File: src/rtl/pipeline_stall_controller_pkg.sv
// Shared definitions for the pipeline stall controller: FSM encoding and
// default hazard/timeout parameters.
package pipeline_stall_controller_pkg;

  typedef enum logic [1:0] {
    ST_RUN      = 2'd0,
    ST_MEM_WAIT = 2'd1,
    ST_ERROR    = 2'd2
  } state_e;

  localparam int          DEF_TIMEOUT_CYC = 255;
  localparam logic [4:0]  DEF_ZERO_REG    = 5'd31;
  localparam int          WAIT_W          = 8;
  localparam int          STALL_W         = 16;

endpackage

File: src/rtl/pipeline_stall_controller_sat_counter.sv
// Saturating up-counter with enable and asynchronous clear; holds at all-ones.
module sat_counter #(
  parameter int W = 16
) (
  input  logic         clk_i,
  input  logic         clr_i,
  input  logic         en_i,
  output logic [W-1:0] cnt_o
);

  logic [W-1:0] cnt_q;
  logic [W-1:0] cnt_d;

  always_comb begin
    cnt_d = cnt_q;
    if (en_i && (cnt_q != {W{1'b1}})) begin
      cnt_d = cnt_q + {{(W-1){1'b0}}, 1'b1};
    end
  end

  always_ff @(posedge clk_i or posedge clr_i) begin
    if (clr_i) begin
      cnt_q <= '0;
    end else begin
      cnt_q <= cnt_d;
    end
  end

  assign cnt_o = cnt_q;

endmodule

File: src/rtl/pipeline_stall_controller.sv
// Hazard and memory-wait stall control for a 5-stage pipeline: freezes,
// flushes and redirects the pipeline registers from one combinational decision.
module pipeline_stall_controller
  import pipeline_stall_controller_pkg::*;
#(
  parameter int         TIMEOUT_CYC = DEF_TIMEOUT_CYC,
  parameter logic [4:0] ZERO_REG    = DEF_ZERO_REG
) (
  input  logic        Clk,
  input  logic        Reset,
  input  logic        IDEX_MemRead,
  input  logic [4:0]  IDEX_rd,
  input  logic [4:0]  IFID_rn,
  input  logic [4:0]  IFID_rm,
  input  logic        EXMEM_BranchTaken,
  input  logic        DMem_Req,
  input  logic        DMem_Ready,
  output logic        PC_WriteEn,
  output logic        IFID_WriteEn,
  output logic        IFID_Flush,
  output logic        IDEX_Flush,
  output logic        EXMEM_Flush,
  output logic        Pipe_Hold,
  output logic        PC_SelBranch,
  output logic        Mem_Timeout,
  output logic [15:0] Stall_Cycles,
  output logic [1:0]  dbg_state_o
);

  // Memory handshake: an access is presented with DMem_Req and completes in
  // the first cycle DMem_Ready is high; until then the whole pipe is held.
  localparam logic [WAIT_W-1:0] WAIT_LAST = WAIT_W'(TIMEOUT_CYC - 1);

  state_e            state_q, state_d;
  logic [WAIT_W-1:0] wait_q, wait_d;
  logic              mem_hold;
  logic              load_use;

  assign load_use = IDEX_MemRead && (IDEX_rd != ZERO_REG) &&
                    ((IDEX_rd == IFID_rn) || (IDEX_rd == IFID_rm));

  always_comb begin
    state_d  = state_q;
    wait_d   = wait_q;
    mem_hold = 1'b0;
    case (state_q)
      ST_RUN: begin
        if (DMem_Req && !DMem_Ready) begin
          mem_hold = 1'b1;
          state_d  = ST_MEM_WAIT;
          wait_d   = '0;
        end
      end
      ST_MEM_WAIT: begin
        if (!DMem_Ready) begin
          mem_hold = 1'b1;
          wait_d   = wait_q + 1'b1;
          if (wait_q == WAIT_LAST) begin
            state_d = ST_ERROR;
          end
        end else begin
          state_d = ST_RUN;
        end
      end
      ST_ERROR: begin
        mem_hold = 1'b1;
      end
      default: begin
        state_d = ST_RUN;
      end
    endcase
  end

  // A branch seen while held stays latched in EX/MEM, so it is simply acted
  // on in the first unheld cycle.
  always_comb begin
    PC_WriteEn   = 1'b1;
    IFID_WriteEn = 1'b1;
    IFID_Flush   = 1'b0;
    IDEX_Flush   = 1'b0;
    EXMEM_Flush  = 1'b0;
    Pipe_Hold    = 1'b0;
    PC_SelBranch = 1'b0;
    if (Reset || mem_hold) begin
      PC_WriteEn   = 1'b0;
      IFID_WriteEn = 1'b0;
      Pipe_Hold    = 1'b1;
    end else if (EXMEM_BranchTaken) begin
      PC_SelBranch = 1'b1;
      IFID_Flush   = 1'b1;
      IDEX_Flush   = 1'b1;
      EXMEM_Flush  = 1'b1;
    end else if (load_use) begin
      PC_WriteEn   = 1'b0;
      IFID_WriteEn = 1'b0;
      IDEX_Flush   = 1'b1;
    end
  end

  always_ff @(posedge Clk or posedge Reset) begin
    if (Reset) begin
      state_q <= ST_RUN;
      wait_q  <= '0;
    end else begin
      state_q <= state_d;
      wait_q  <= wait_d;
    end
  end

  assign Mem_Timeout = (state_q == ST_ERROR);
  assign dbg_state_o = state_q;

  sat_counter #(
    .W (STALL_W)
  ) u_stall_cnt (
    .clk_i (Clk),
    .clr_i (Reset),
    .en_i  (!PC_WriteEn),
    .cnt_o (Stall_Cycles)
  );

endmodule

File: config.mk
export PLATFORM = sky130hd
export DESIGN_NAME = pipeline_stall_controller
export DESIGN_NICKNAME = d
export VERILOG_FILES = /design/src/rtl/pipeline_stall_controller_pkg.sv /design/src/rtl/pipeline_stall_controller_sat_counter.sv /design/src/rtl/pipeline_stall_controller.sv
export SDC_FILE = /design/constraint.sdc
export NUM_CORES = 1
export LEC_CHECK = 0
export CELL_PAD_IN_SITES_DETAIL_PLACEMENT = 1
export CELL_PAD_IN_SITES_GLOBAL_PLACEMENT = 2
export CORE_UTILIZATION = 31
export CTS_BUF_LIST = sky130_fd_sc_hd__clkbuf_4 sky130_fd_sc_hd__clkbuf_8
export CTS_CLUSTER_DIAMETER = 50
export DETAILED_ROUTE_END_ITERATION = 6
export PLACE_DENSITY = 0.94
export SYNTH_ARGS = -nofsm -noshare
export SYNTH_HDL_FRONTEND = slang
export SYNTH_SLANG_ARGS = --single-unit
File: constraint.sdc
create_clock -name Clk -period 4.4 [get_ports Clk]
set_input_delay 0.88 -clock Clk [delete_from_list [all_inputs] [get_ports Clk]]
set_output_delay 0.88 -clock Clk [all_outputs]
set_load 0.01 [all_outputs]
Yosys cells after proc, flatten, opt, wreduce, memory -nomap -nowiden
Index checks and enable logic that the tools add are counted.
- register bits after elaboration: 26
- bits in latches: 0
- bits in writable memories: 0
- memory bits (read-only): 0
- input port bits: 21
- output and inout bits: 26
- logic and storage cells: 47
- memories kept: 0
- $add $sub $neg: 2
- $mul: 0
- divide/modulo/power cells: 0
- $lt $le $gt $ge: 0
- equal/unequal tests: 10
- shift-type cells: 0
- muxes and demuxes: 19
- bitwise operators: 1
- reduce and logical (&&, ||, !) cells: 12
- operator list (operator ; number):
    adder 16 x 1 -> 16 bit, second input constant ; 1
    two-way mux 8 bit ; 2
    inequality test 16 bit, second input constant ; 1
    case mux 8 bit (2 select lines) ; 1
    two-way mux 1 bit ; 11
    == test 5 bit ; 2
    adder 8 x 1 -> 8 bit, second input constant ; 1
    == test 8 bit, second input constant ; 1
    two-way mux 2 bit ; 3
    case mux 2 bit (3 select lines) ; 1
    AND reduction 3 bit ; 2
    inequality test 5 bit, second input constant ; 1
    logical AND 1 bit ; 4
    inequality test 2 bit, second input constant ; 2
    inequality test 3 bit, second input constant ; 1
    case mux 1 bit (3 select lines) ; 1
    == test 2 x 1 -> 1 bit, second input constant ; 1
    == test 2 bit, second input constant ; 1
    zero test 1 bit ; 2
    zero test 2 bit ; 1
    logical OR 1 bit ; 2
    nonzero test 2 bit ; 1
    NOT 1 bit ; 1

Depth between registers and ports, before layout
Gate-level depths: netlist (run 1).
- depth in word-level cells: 8
- gate-level depth with buffers: 7
- depth with buffers taken out: 7

Modules after synthesis
A second synthesis (run 1) with hierarchy kept.
- cells, all modules: 154
- area, all modules: 1545.2 um^2
- by module, submodules not included (module ; times used ; cells an instance ; area an instance (um^2) ; seq. area each (um^2)):
    sat_counter ; 1 ; 71 ; 805.8 ; 400.4
    pipeline_stall_controller ; 1 ; 83 ; 739.5 ; 250.2

Least setup slack after synthesis (run 1)
Ideal clock, no wire load.
- kind: input-to-output
- start point: input port IDEX_rd[3]
- end point: output port PC_WriteEn
- arrival: 2.033 ns
- required time: 3.520 ns
- slack: 1.487 ns
- stages: 7
- path through: xor2_1 nor3_2 a22oi_2 o31ai_4 buf_6 inv_1 buf_4
- cells in the longest elaborated chain, start to end: 6
- ends and longest elaborated chain (item ; RTL line ; source):
    from (decl) ; pipeline_stall_controller.sv:12 ; input logic [4:0] IDEX_rd,
    inequality test 5 bit or == test 5 bit (tied branches) ; pipeline_stall_controller.sv:39, pipeline_stall_controller.sv:40 ;
    logical AND 1 bit or logical OR 1 bit (tied branches) ; pipeline_stall_controller.sv:39, pipeline_stall_controller.sv:40 ;
    logical AND 1 bit * ; pipeline_stall_controller.sv:39 ; assign load_use = IDEX_MemRead && (IDEX_rd != ZERO_REG) &&
    two-way mux 1 bit * (3 in a row) ; n/a ;
    to (decl) ; pipeline_stall_controller.sv:18 ; output logic PC_WriteEn,
Every way passes the cells marked *; elsewhere a longest branch is shown, timed or not.

Final worst setup path (run 1)
- start point: input port IDEX_rd[2]
- end point: output port PC_WriteEn
- cells in the longest elaborated chain, start to end: 6
- ends and longest elaborated chain (item ; RTL line ; source):
    inequality test 5 bit or == test 5 bit (tied branches) ; pipeline_stall_controller.sv:39, pipeline_stall_controller.sv:40 ;
    logical AND 1 bit or logical OR 1 bit (tied branches) ; pipeline_stall_controller.sv:39, pipeline_stall_controller.sv:40 ;
    logical AND 1 bit * ; pipeline_stall_controller.sv:39 ;
    two-way mux 1 bit * ; pipeline_stall_controller.sv:93 ; end else if (load_use) begin
    two-way mux 1 bit * ; pipeline_stall_controller.sv:88 ; end else if (EXMEM_BranchTaken) begin
    two-way mux 1 bit * ; pipeline_stall_controller.sv:84 ; if (Reset || mem_hold) begin
Marked as above.

==> impl_results.md, run 1 <==
* Mux contribution to synthesized area at 0.00755
* First-pass DRT Iterations at 6
* Flop and latch count out of synthesis at 26
* GR Util All Layers at 0.157
* Initial antenna violation count at 0
* R2r endpoint: u_stall_cnt.cnt_o[1]
* Hold Crit Start: u_stall_cnt.cnt_o[15]
* Final Setup Violations at 0
* Hold Fails Final Rpt at 0
* Skew final at 0.00278 ns
* Gr ovfl total at 0
* Slew Limit Fails at 0
* Hold-fix buffers at CTS at 0
* Die Y-Extent at 71.4 um
* Via count at 1283
* Setup tns final at 0 ns
* Area fraction of the dominant cell type after synthesis at 0.436
* Register area share after synthesis at 0.436
* Post-CTS Setup Repair Bufs at 0
* WP data arrival at 2.71 ns
* Synth area leaders: dfrtp_1 (44%), xor2_1 (8.8%), xnor2_1 (8.2%)
* Nets@finish at 227
* FF-to-FF path depth at 6
* 1st-iter DRT viols at 82
* Pleak at 0.000875 uW
* CP endpoint kind: output port
* DP HPWL at 2740 um
* Int Power at 538 uW
* Maximum clock path buffer count at 2
* Clk sinks at 26
* CTS tree: done
* Clk Tree Root Cell: clkbuf_8
* Post-synthesis cell area at 1490 um2
* Net Switching at 245 uW
* Worst path buffer plus inverter count at 3
* Cts bufs inserted at 3
* Top Layer Used: met4
* Synth Area in Simple Gates at 0.253
* Power per Cell Area at 378 nW/um2
* DRC errors left at 1
* Delay-heaviest family, CP: buffers and inverters
* H-Tree Depth at 1
* Rows at 24
* Wl on met1 at 1610 um
* # diodes at 0
* Clk pin slew, worst setup/hold paths at 0.09 ns
* DIE AREA at 5090 um2
* Startpoint Class: input port
* Total Routed Length at 3580 um
* Post-layout utilization of the core at 0.463
* R2R setup slack at 2.47 ns
* Post-Synth Adder-Cell Area at 0.0252
* Max-cap violations at 0
* Hold Crit Class: reg -> reg
* Clk_lat worst skew at 0.27 ns
* Core Area at 4470 um2
* Ys Warns at 0
* Post-CTS sizing at 0
* Share of power burned in registers at 0.441
* Largest family of logic cells by synthesized area: simple AND/OR/NAND/NOR gates
* Worst hold stages at 1
* Worst hold slack at 0.495 ns
* RSZ-0062 raised after global routing: false
* Yosys cell types at 30
* Compound-gate portion of the synthesized area at 0.0696
* Crit path kind: in -> out
* Metal2 WL at 1750 um
* First-pass GRT wire length at 6240 um
* Port Buffer Count at 46
* Final Wtd Congestion at 0.726
* Synth Area per Inst at 9.68 um2
* Layout cells sized above 1 at 0.0644
* Vias in the first global route at 1325
* Critical path required time at 3.52 ns
* Synth-to-layout area growth at 38.8%
* Slowest CP cell: clkdlybuf4s50_1
* Vias per cell at 5.05
* Syn Inst Count at 154
* Fin crit share at 0.816
* Combinational group share of total power at 0.304
* Crit-path max cell delay at 0.48 ns
* CP most frequent cell: clkdlybuf4s50_1
* Failing checks: design-rule violations
* IO Pins at 47
* Die width at 71.4 um
* Worst Hold End: u_stall_cnt.cnt_o[15]
* Largest net degree at the start of global routing at 27
* R2r startpoint: u_stall_cnt.cnt_o[0]
* Clock group share of total power at 0.255
* Met3 Wirelength at 188 um
* CP cell instances: clkdlybuf4s50_1, xor2_1, nor3_2, a22oi_2, o31ai_4, inv_1, clkdlybuf4s50_1
* Most area-hungry cell type in the Yosys netlist: dfrtp_1
* Outcome: finished, violations left
* Post-route ant nets at 0
* Xor/xnor share of the synthesized area at 0.170
* Net Sw Frac at 0.313
* Synthesized Nets at 178
* Crit Path Max Fanout at 3
* Tmin final at 3.59 ns
* F_max at 0.279 GHz
* Peak supply drop at 0.000151 V
* Drt wl/cell at 14.1 um
* Measured slew at the worst slew-check pin at 1.03 ns
* Slew margin rel. at 0.312
* Initial Util at 0.333
[worst reg2reg max path: stages (launching register included)]
cell and delay (ns):
dfrtp_1 0.43, ha_1 0.24, nand4_1 0.16, nor2_1 0.27, nand2b_1 0.24, nand2_2 0.16, mux2_1 0.32
[power by group through the flow]
stage	Clock [uW]	Combinational [uW]	Sequential [uW]
final	200	238	345
after global routing	214	263	355
after CTS	205	241	347
after detailed placement	0	238	349
after global placement	0	233	348
after floorplan	0	104	349
[Yosys cell counts]
cell,count
dfrtp_1,26
nor2_1,18
xor2_1,15
xnor2_1,14
nand2_1,11
nand3_1,11
nand4_1,11
and3_1,7
inv_1,6
o21ai_0,5
buf_4,3
ha_1,3
nor3_2,3
a21oi_1,2
and2_1,2
nor3_1,2
or3_1,2
a22oi_2,1
a31o_2,1
and4_1,1
buf_6,1
mux2_1,1
nand2_2,1
nand2b_1,1
nor2b_1,1
nor4b_1,1
o2111a_1,1
o21a_1,1
o21bai_1,1
o31ai_4,1
[metal layers]
layer / GRT usage / up-vias
li1: - / 626
met1: 0.201 / 621
met4: 0.0533 / 0
met3: 0.0436 / 2
met5: 0 / -
met2: 0.256 / 34
[kinds of logic after synthesis]
family                   after synthesis
AO/OA/AOI/OAI                         13
XOR/XNOR                              29
adder cells (fa/ha/maj)                3
buffers and inverters                 10
flip-flops                            26
multiplexers                           1
AND/OR/NAND/NOR                       72
[sequential cells by signal, summed over array words and instances (netlist names)]
name,cells
u_stall_cnt.cnt_o,16
wait_q,8
dbg_state_o,2
[cell type report]
cell class                 instances  area, um2
inverter                           6       22.5
timing repair buffer              48        475
multi-input combinational        118        785
clock inverter                     1       30.0
tap                               52       65.1
fill                             520       2400
sequential                        26        651
clock buffer                       3       41.3
[how the worst max path moves through the flow]
| stage | startpoint | end | slack, ns | cells past startpoint |
|---|---|---|---|---|
| 3_5_place_dp | IDEX_rd[2] | IFID_WriteEn | 0.78 | 7 |
| 5_1_grt | IDEX_rd[3] | IFID_WriteEn | 0.70 | 7 |
| 3_3_place_gp | IDEX_rd[2] | PC_WriteEn | 0.82 | 7 |
| 2_1_floorplan | IDEX_rd[3] | PC_WriteEn | 1.49 | 7 |
| 4_1_cts | IDEX_rd[2] | IFID_WriteEn | 0.78 | 7 |
| 6_report | IDEX_rd[2] | PC_WriteEn | 0.81 | 7 |
[stage by stage]
| stage | worst slack [ns] | total power (uW) | std cells | instance area [um2] |
|---|---|---|---|---|
| 2_1_floorplan | 1.49 | 453 | 154 | 1490 |
| 3_3_place_gp | 0.817 | 580 | 250 | 2000 |
| 3_5_place_dp | 0.785 | 587 | 250 | 2000 |
| 4_1_cts | 0.785 | 793 | 254 | 2070 |
| 5_1_grt | 0.699 | 832 | 254 | 2070 |
| 6_report | 0.811 | 783 | 254 | 2070 |
[layout by cell type, fill, tap and decap left out]
| cell type | n |
|---|---|
| clkbuf_8 | 3 |
| a31o_2 | 1 |
| nor4b_1 | 1 |
| o21a_1 | 1 |
| ha_1 | 3 |
| bufinv_16 | 1 |
| and4_1 | 1 |
| and3_1 | 7 |
| nand4_1 | 11 |
| clkdlybuf4s50_1 | 46 |
| and2_1 | 2 |
| o2111a_1 | 1 |
| mux2_1 | 1 |
| nand2_1 | 11 |
| inv_1 | 6 |
| or3_1 | 2 |
| nor2b_1 | 1 |
| nor2_1 | 18 |
| a22oi_2 | 1 |
| o31ai_4 | 1 |
| nor3_1 | 2 |
| xnor2_1 | 14 |
| nor3_2 | 3 |
| nand2_2 | 1 |
| o21ai_0 | 5 |
| o21bai_1 | 1 |
| nand2b_1 | 1 |
| nand3_1 | 11 |
| dfrtp_1 | 26 |
| xor2_1 | 15 |
| a21oi_1 | 2 |
| buf_4 | 2 |
Note: power is estimated with default switching activity, not from simulation.
==> inputs of run 2 (changes only) <==
Settings changed: CORE_UTILIZATION 31 to 26, PLACE_DENSITY 0.94 to 0.85.
Clock period 4.4 ns to 3 ns, I/O delays scaled along.
==> impl_results.md, run 2 (synthesized netlist as in run 1, its figures left out) <==
* Crit Path Max Fanout at 3 (unchanged)
* Clock group share of total power at 0.257 (+0.002)
* Via count at 1274 (-0.70%)
* Most frequent cells in the layout: clkdlybuf4s50_1 (43), dfrtp_1 (26), nor2_1 (18)
* Combinational group share of total power at 0.304 (about the same)
* Commonest non-fill, non-tap cell in the layout: clkdlybuf4s50_1
* DP HPWL at 2830 um (+3.3%)
* Crit path kind: in -> out
* Synth-to-layout area growth at 43.1%
* Net Switching at 362 uW (+48%)
* First-pass DRT Iterations at 2 (-4)
* DIE AREA at 6040 um2 (+19%)
* Hold Crit Start: u_stall_cnt.cnt_o[15]
* Cts bufs inserted at 3 (unchanged)
* Hold Crit Class: reg -> reg
* Vias in the first global route at 1311 (-1.1%)
* FF-to-FF path depth at 6 (unchanged)
* Vias per cell at 4.58 (-9.3%)
* Initial Util at 0.271 (-0.0625)
* Power per Cell Area at 541 nW/um2 (+43%)
* Clk pin slew, worst setup/hold paths at 0.10 ns (about the same)
* DRC errors left at 0 (-1)
* R2R setup slack at 1.09 ns (-1.38 ns)
* R2r endpoint: u_stall_cnt.cnt_o[1]
* R2r startpoint: u_stall_cnt.cnt_o[0]
* Final Setup Violations at 0 (unchanged)
* Slew Limit Fails at 0 (unchanged)
* WP data arrival at 2.30 ns (-0.41 ns)
* Post-layout utilization of the core at 0.388 (-0.0749)
* Final worst slack at 0.100 ns (-0.711 ns)
* Grt met1 use at 0.173 (-0.0278)
* Gr busiest metal: met2
* Nets@finish at 231 (+1.8%)
* CTS tree: done
* Fin crit share at 0.967
* Gr ovfl total at 0 (unchanged)
* Net Sw Frac at 0.314 (+0.00101)
* 1st-iter DRT viols at 59 (-28%)
* Final Wtd Congestion at 0.689 (-5.1%)
* Worst hold slack at 0.523 ns (+0.0280 ns)
* Peak supply drop at 0.000248 V (+65%)
* Initial antenna violation count at 0 (unchanged)
* Port Buffer Count at 46 (unchanged)
* Largest net degree at the start of global routing at 27 (unchanged)
* Maximum clock path buffer count at 2 (unchanged)
* Int Power at 793 uW (+47%)
* Total Routed Length at 3660 um (+2.1%)
* Post-route ant nets at 0 (unchanged)
* Clk sinks at 26 (unchanged)
* Grt met3 use at 0.0212 (-0.0224)
* Fillers at 646 (+24%)
* Tmin final at 2.90 ns
* Hold Fails Final Rpt at 0 (unchanged)
* CP endpoint kind: output port
* Slew margin rel. at 0.654 (+0.342)
* Max-cap violations at 0 (unchanged)
* F_max at 0.345 GHz
* Post-Place Setup Slack at -0.0372 ns (-0.822 ns)
* Die width at 77.7 um (+8.9%)
* Power, Total at 1160 uW (+48%)
* Share of power burned in registers at 0.439 (-0.002)
* Drt wl/cell at 13.2 um (-6.7%)
* Worst Hold End: u_stall_cnt.cnt_o[15]
* Pleak at 0.000926 uW (+5.9%)
* Startpoint Class: input port
* Max FFs per register at 16 (unchanged)
* Worst hold stages at 1 (unchanged)
* First-pass GRT wire length at 6370 um (+2.0%)
* Outcome: complete, no violations
* Skew final at 0.00629 ns (+0.00351 ns)
* GR Util All Layers at 0.132 (-0.0249)
* Rows at 27 (+13%)
* Layout cells sized above 1 at 0.0825 (+0.0182)
* Core Area at 5510 um2 (+23%)
* Clk_lat worst skew at 0.28 ns (about the same)
* H-Tree Depth at 1 (unchanged)
* Die Y-Extent at 77.7 um (+8.9%)
* Global routing usage on met2 at 0.217 (-0.0393)
* Measured slew at the worst slew-check pin at 0.514 ns (-0.517 ns)
* Clk Tree Root Cell: clkbuf_8
* # diodes at 0 (unchanged)
* Critical path required time at 2.40 ns (-1.12 ns)
* IO Pins at 47 (unchanged)
* RSZ-0062 raised after global routing: false
-- run 2: repair_timing --
item,CTS,global route
setup endpoints to repair,2,5
hold buffers,0,0
resized for setup,1,3
buffers inserted,0,0
pin swaps,1,1
-- run 2: cell type report --
cell class,count,area [um2],share of cell area
flip-flops and latches,26,651,0.305
repair buffers,52,509,0.239
clock inverters,1,30.0,0.0141
multi-input cells,118,791,0.370
well taps,72,90.1,0.0422
clock buffers,3,41.3,0.0193
inverters,6,22.5,0.0106
-- run 2: worst max-delay path by stage --
stage	end	slack [ns]	cells after the start	from
2_1_floorplan	PC_WriteEn	0.65	7	IDEX_rd[3]
3_3_place_gp	PC_WriteEn	-0.01	7	IDEX_rd[3]
3_5_place_dp	PC_WriteEn	-0.04	7	IDEX_rd[3]
4_1_cts	IDEX_Flush	0.009	8	IDEX_rd[3]
5_1_grt	IFID_Flush	0.02	6	DMem_Ready
6_report	IFID_Flush	0.10	6	DMem_Ready
-- run 2: critical path, cell delays in order --
cell             delay (ns)
clkdlybuf4s50_1        0.48
nor2_1                 0.06
o21a_1                 0.15
nor3_4                 0.24
and2_1                 0.21
clkdlybuf4s50_1        0.56
-- run 2: routing by layer --
layer,part of all wire,routed length [um]
met1,0.46,1670
met4,0.015,54
met5,0,0
met2,0.48,1750
met3,0.050,182
-- run 2: through the flow --
stage	std cells	cell area (um2)	setup TNS, ns
3_3_place_gp	274	2050	-0.0230
4_1_cts	278	2120	0
3_5_place_dp	274	2050	-0.0674
5_1_grt	278	2130	0
6_report	278	2130	0
2_1_floorplan	154	1490	0
-- run 2: power by group through the flow --
stage | registers, uW | logic (uW) | clock network, uW
floorplan | 512 | 152 | 0
detailed placement | 517 | 356 | 0
global placement | 509 | 347 | 0
global route | 524 | 386 | 317
CTS | 510 | 358 | 304
finish | 507 | 351 | 297
==> inputs of run 3 (changes only) <==
Settings changed: CORE_UTILIZATION 26 to 25, CTS_BUF_LIST sky130_fd_sc_hd__clkbuf_4 sky130_fd_sc_hd__clkbuf_8 to default, GPL_TIMING_DRIVEN from default to 0, PLACE_DENSITY 0.85 to 0.82.
==> impl_results.md, run 3 (synthesized netlist as in run 1, its figures left out) <==
* Outcome: complete, no violations
* Peak supply drop at 0.000237 V (-4.4%)
* R2r startpoint: dbg_state_o[1]
* First-pass GRT wire length at 6430 um (+0.97%)
* Power per Cell Area at 516 nW/um2 (-4.6%)
* Layout cells sized above 1 at 0.105 (+0.0227)
* Max FFs per register at 16 (unchanged)
* Tmin final at 2.87 ns (-0.0297 ns)
* Hold Crit Start: u_stall_cnt.cnt_o[15]
* Crit Path Max Fanout at 2 (-1)
* Clk_lat worst skew at 0.28 ns (about the same)
* Nets@finish at 234 (+1.3%)
* Crit-path max cell delay at 0.41 ns (-0.15 ns)
* 1st-iter DRT viols at 28 (-53%)
* Setup tns final at 0 ns (unchanged)
* WP data arrival at 2.27 ns (-0.03 ns)
* Slew Limit Fails at 0 (unchanged)
* Crit path kind: in -> out
* Post-route ant nets at 0 (unchanged)
* Hold Crit Class: reg -> reg
* Skew final at 0.00666 ns (+0.000377 ns)
* Initial antenna violation count at 0 (unchanged)
* Measured slew at the worst slew-check pin at 1.18 ns (+0.662 ns)
* Total Routed Length at 3820 um (+4.6%)
* Synth-to-layout area growth at 43.5%
* Drt wl/cell at 13.6 um (+3.5%)
* Vias per cell at 4.65 (+1.6%)
* Slew margin rel. at 0.205 (-0.449)
* First-pass DRT Iterations at 4 (+2)
* F_max at 0.348 GHz (+1.0%)
* Final Setup Violations at 0 (unchanged)
* Largest net degree at the start of global routing at 27 (unchanged)
* Met3 Wirelength at 158 um (-13%)
* Max-cap violations at 0 (unchanged)
* CTS tree: done
* Fin crit share at 0.957 (-0.00992)
* IO Pins at 47 (unchanged)
* Rows at 27 (unchanged)
* CP cell instances: clkdlybuf4s50_1, xor2_1, nor3_2, a22oi_2, o31ai_4, buf_6, inv_1, dlygate4sd2_1
* CP endpoint kind: output port
* Slowest CP cell: clkdlybuf4s50_1
* Die Y-Extent at 79.2 um (+1.9%)
* DP HPWL at 2880 um (+1.8%)
* Critical path required time at 2.40 ns (about the same)
* Top Layer Used: met4
* GR Util All Layers at 0.132 (-0.000487)
* Initial Util at 0.264 (-0.00649)
* DIE AREA at 6280 um2 (+3.9%)
* Pleak at 0.000962 uW (+3.8%)
* Core Area at 5640 um2 (+2.5%)
* Clk pin slew, worst setup/hold paths at 0.10 ns (about the same)
* RSZ-0062 raised after global routing: false
* Maximum clock path buffer count at 2 (unchanged)
* Hold Fails Final Rpt at 0 (unchanged)
* Via count at 1308 (+2.7%)
* Vias in the first global route at 1390 (+6.0%)
* Startpoint Class: input port
* H-Tree Depth at 1 (unchanged)
* Cts bufs inserted at 3 (unchanged)
* DRC errors left at 0 (unchanged)
* Clk Tree Root Cell: clkbuf_8
* Post-layout utilization of the core at 0.379 (-0.00840)
* Metal2 WL at 1850 um (+5.6%)
* Crit path from: IFID_rm[0]
* Gr ovfl total at 0 (unchanged)
* Final Wtd Congestion at 0.705 (+2.3%)
* Clk sinks at 26 (unchanged)
* Port Buffer Count at 46 (unchanged)
* Wl on met1 at 1760 um (+5.6%)
* Commonest non-fill, non-tap cell in the layout: clkdlybuf4s50_1
* Most frequent cells in the layout: clkdlybuf4s50_1 (37), dfrtp_1 (26), nor2_1 (18)
* # diodes at 0 (unchanged)
* Die width at 79.2 um (+1.9%)
==> run 3: changes by cell type in the layout (fill, tap and decap cells not counted) <==
| cell | delta |
|---|---|
| bufinv_16 | -1 |
| dlygate4sd2_1 | +4 |
| clkbuf_8 | +1 |
| and2_1 | -1 |
| and2_4 | +1 |
| buf_2 | +1 |
| buf_4 | +2 |
| dlymetal6s2s_1 | +1 |
| buf_6 | +1 |
| clkdlybuf4s50_1 | -6 |
==> run 3: path summary, 6_finish.rpt <==
path / endpoint / slack [ns] / cells past startpoint
min in group asynchronous: u_stall_cnt.cnt_o[0] / 0.95 / 2
max in group asynchronous: wait_q[4] / 1.44 / 2
hold / removal: u_stall_cnt.cnt_o[15] / 0.50 / 1
hold reg to reg: u_stall_cnt.cnt_o[15] / 0.50 / 1
setup / recovery: IFID_WriteEn / 0.13 / 8
setup reg to reg: u_stall_cnt.cnt_o[7] / 1.00 / 10
==> run 3: critical path: cells and delay by family <==
kind,cells,cell delay (ns)
buffers and inverters,4,0.87
AO/OA/AOI/OAI,2,0.43
AND/OR/NAND/NOR,1,0.21
XOR/XNOR,1,0.15
==> run 3: layout make-up <==
type                       instances  area (um2)
buffer                             4        33.8
clock buffer                       4        55.1
fill                             651        3500
inverter                           6        22.5
multi-input combinational        118         793
sequential                        26         651
tap                               72        90.1
timing repair buffer              51         494
==> run 3: what timing repair did <==
action                                  in CTS  in global routing
gates resized for setup                     10                  4
hold endpoints to repair                     0                  0
cloned                                       0                  0
setup buffers                                4                  1
pin swaps                                    4                  5
hold buffers                                 0                  0
endpoints found under the setup margin       6                  4
==> run 3: metal layers <==
layer / vias to the layer above / global-route usage
li1: 640 / -
met1: 626 / 0.169
met2: 37 / 0.223
met3: 5 / 0.0172
met4: 0 / 0.0491
met5: - / 0
==> run 3: power by group <==
| group | total (uW) | switching [uW] | internal, uW | leakage [uW] |
|---|---|---|---|---|
| combinational | 358 | 152 | 205 | 0.000589 |
| sequential | 512 | 101 | 411 | 0.000344 |
| clock | 235 | 117 | 118 | 0.0000288 |
| total | 1100 | 370 | 734 | 0.000962 |
==> run 3: per-stage QoR <==
step | hold WS [ns] | cell area [um2] | std cells | total power (uW) | worst slack, ns
after floorplan | 0.491 | 1490 | 154 | 665 | 0.647
after detailed placement | 0.495 | 2040 | 272 | 870 | -0.534
final | 0.504 | 2140 | 281 | 1100 | 0.130
after global routing | 0.532 | 2140 | 281 | 1170 | 0.0345
after CTS | 0.509 | 2130 | 280 | 1120 | 0.00364
after global placement | 0.481 | 2040 | 272 | 858 | -0.518
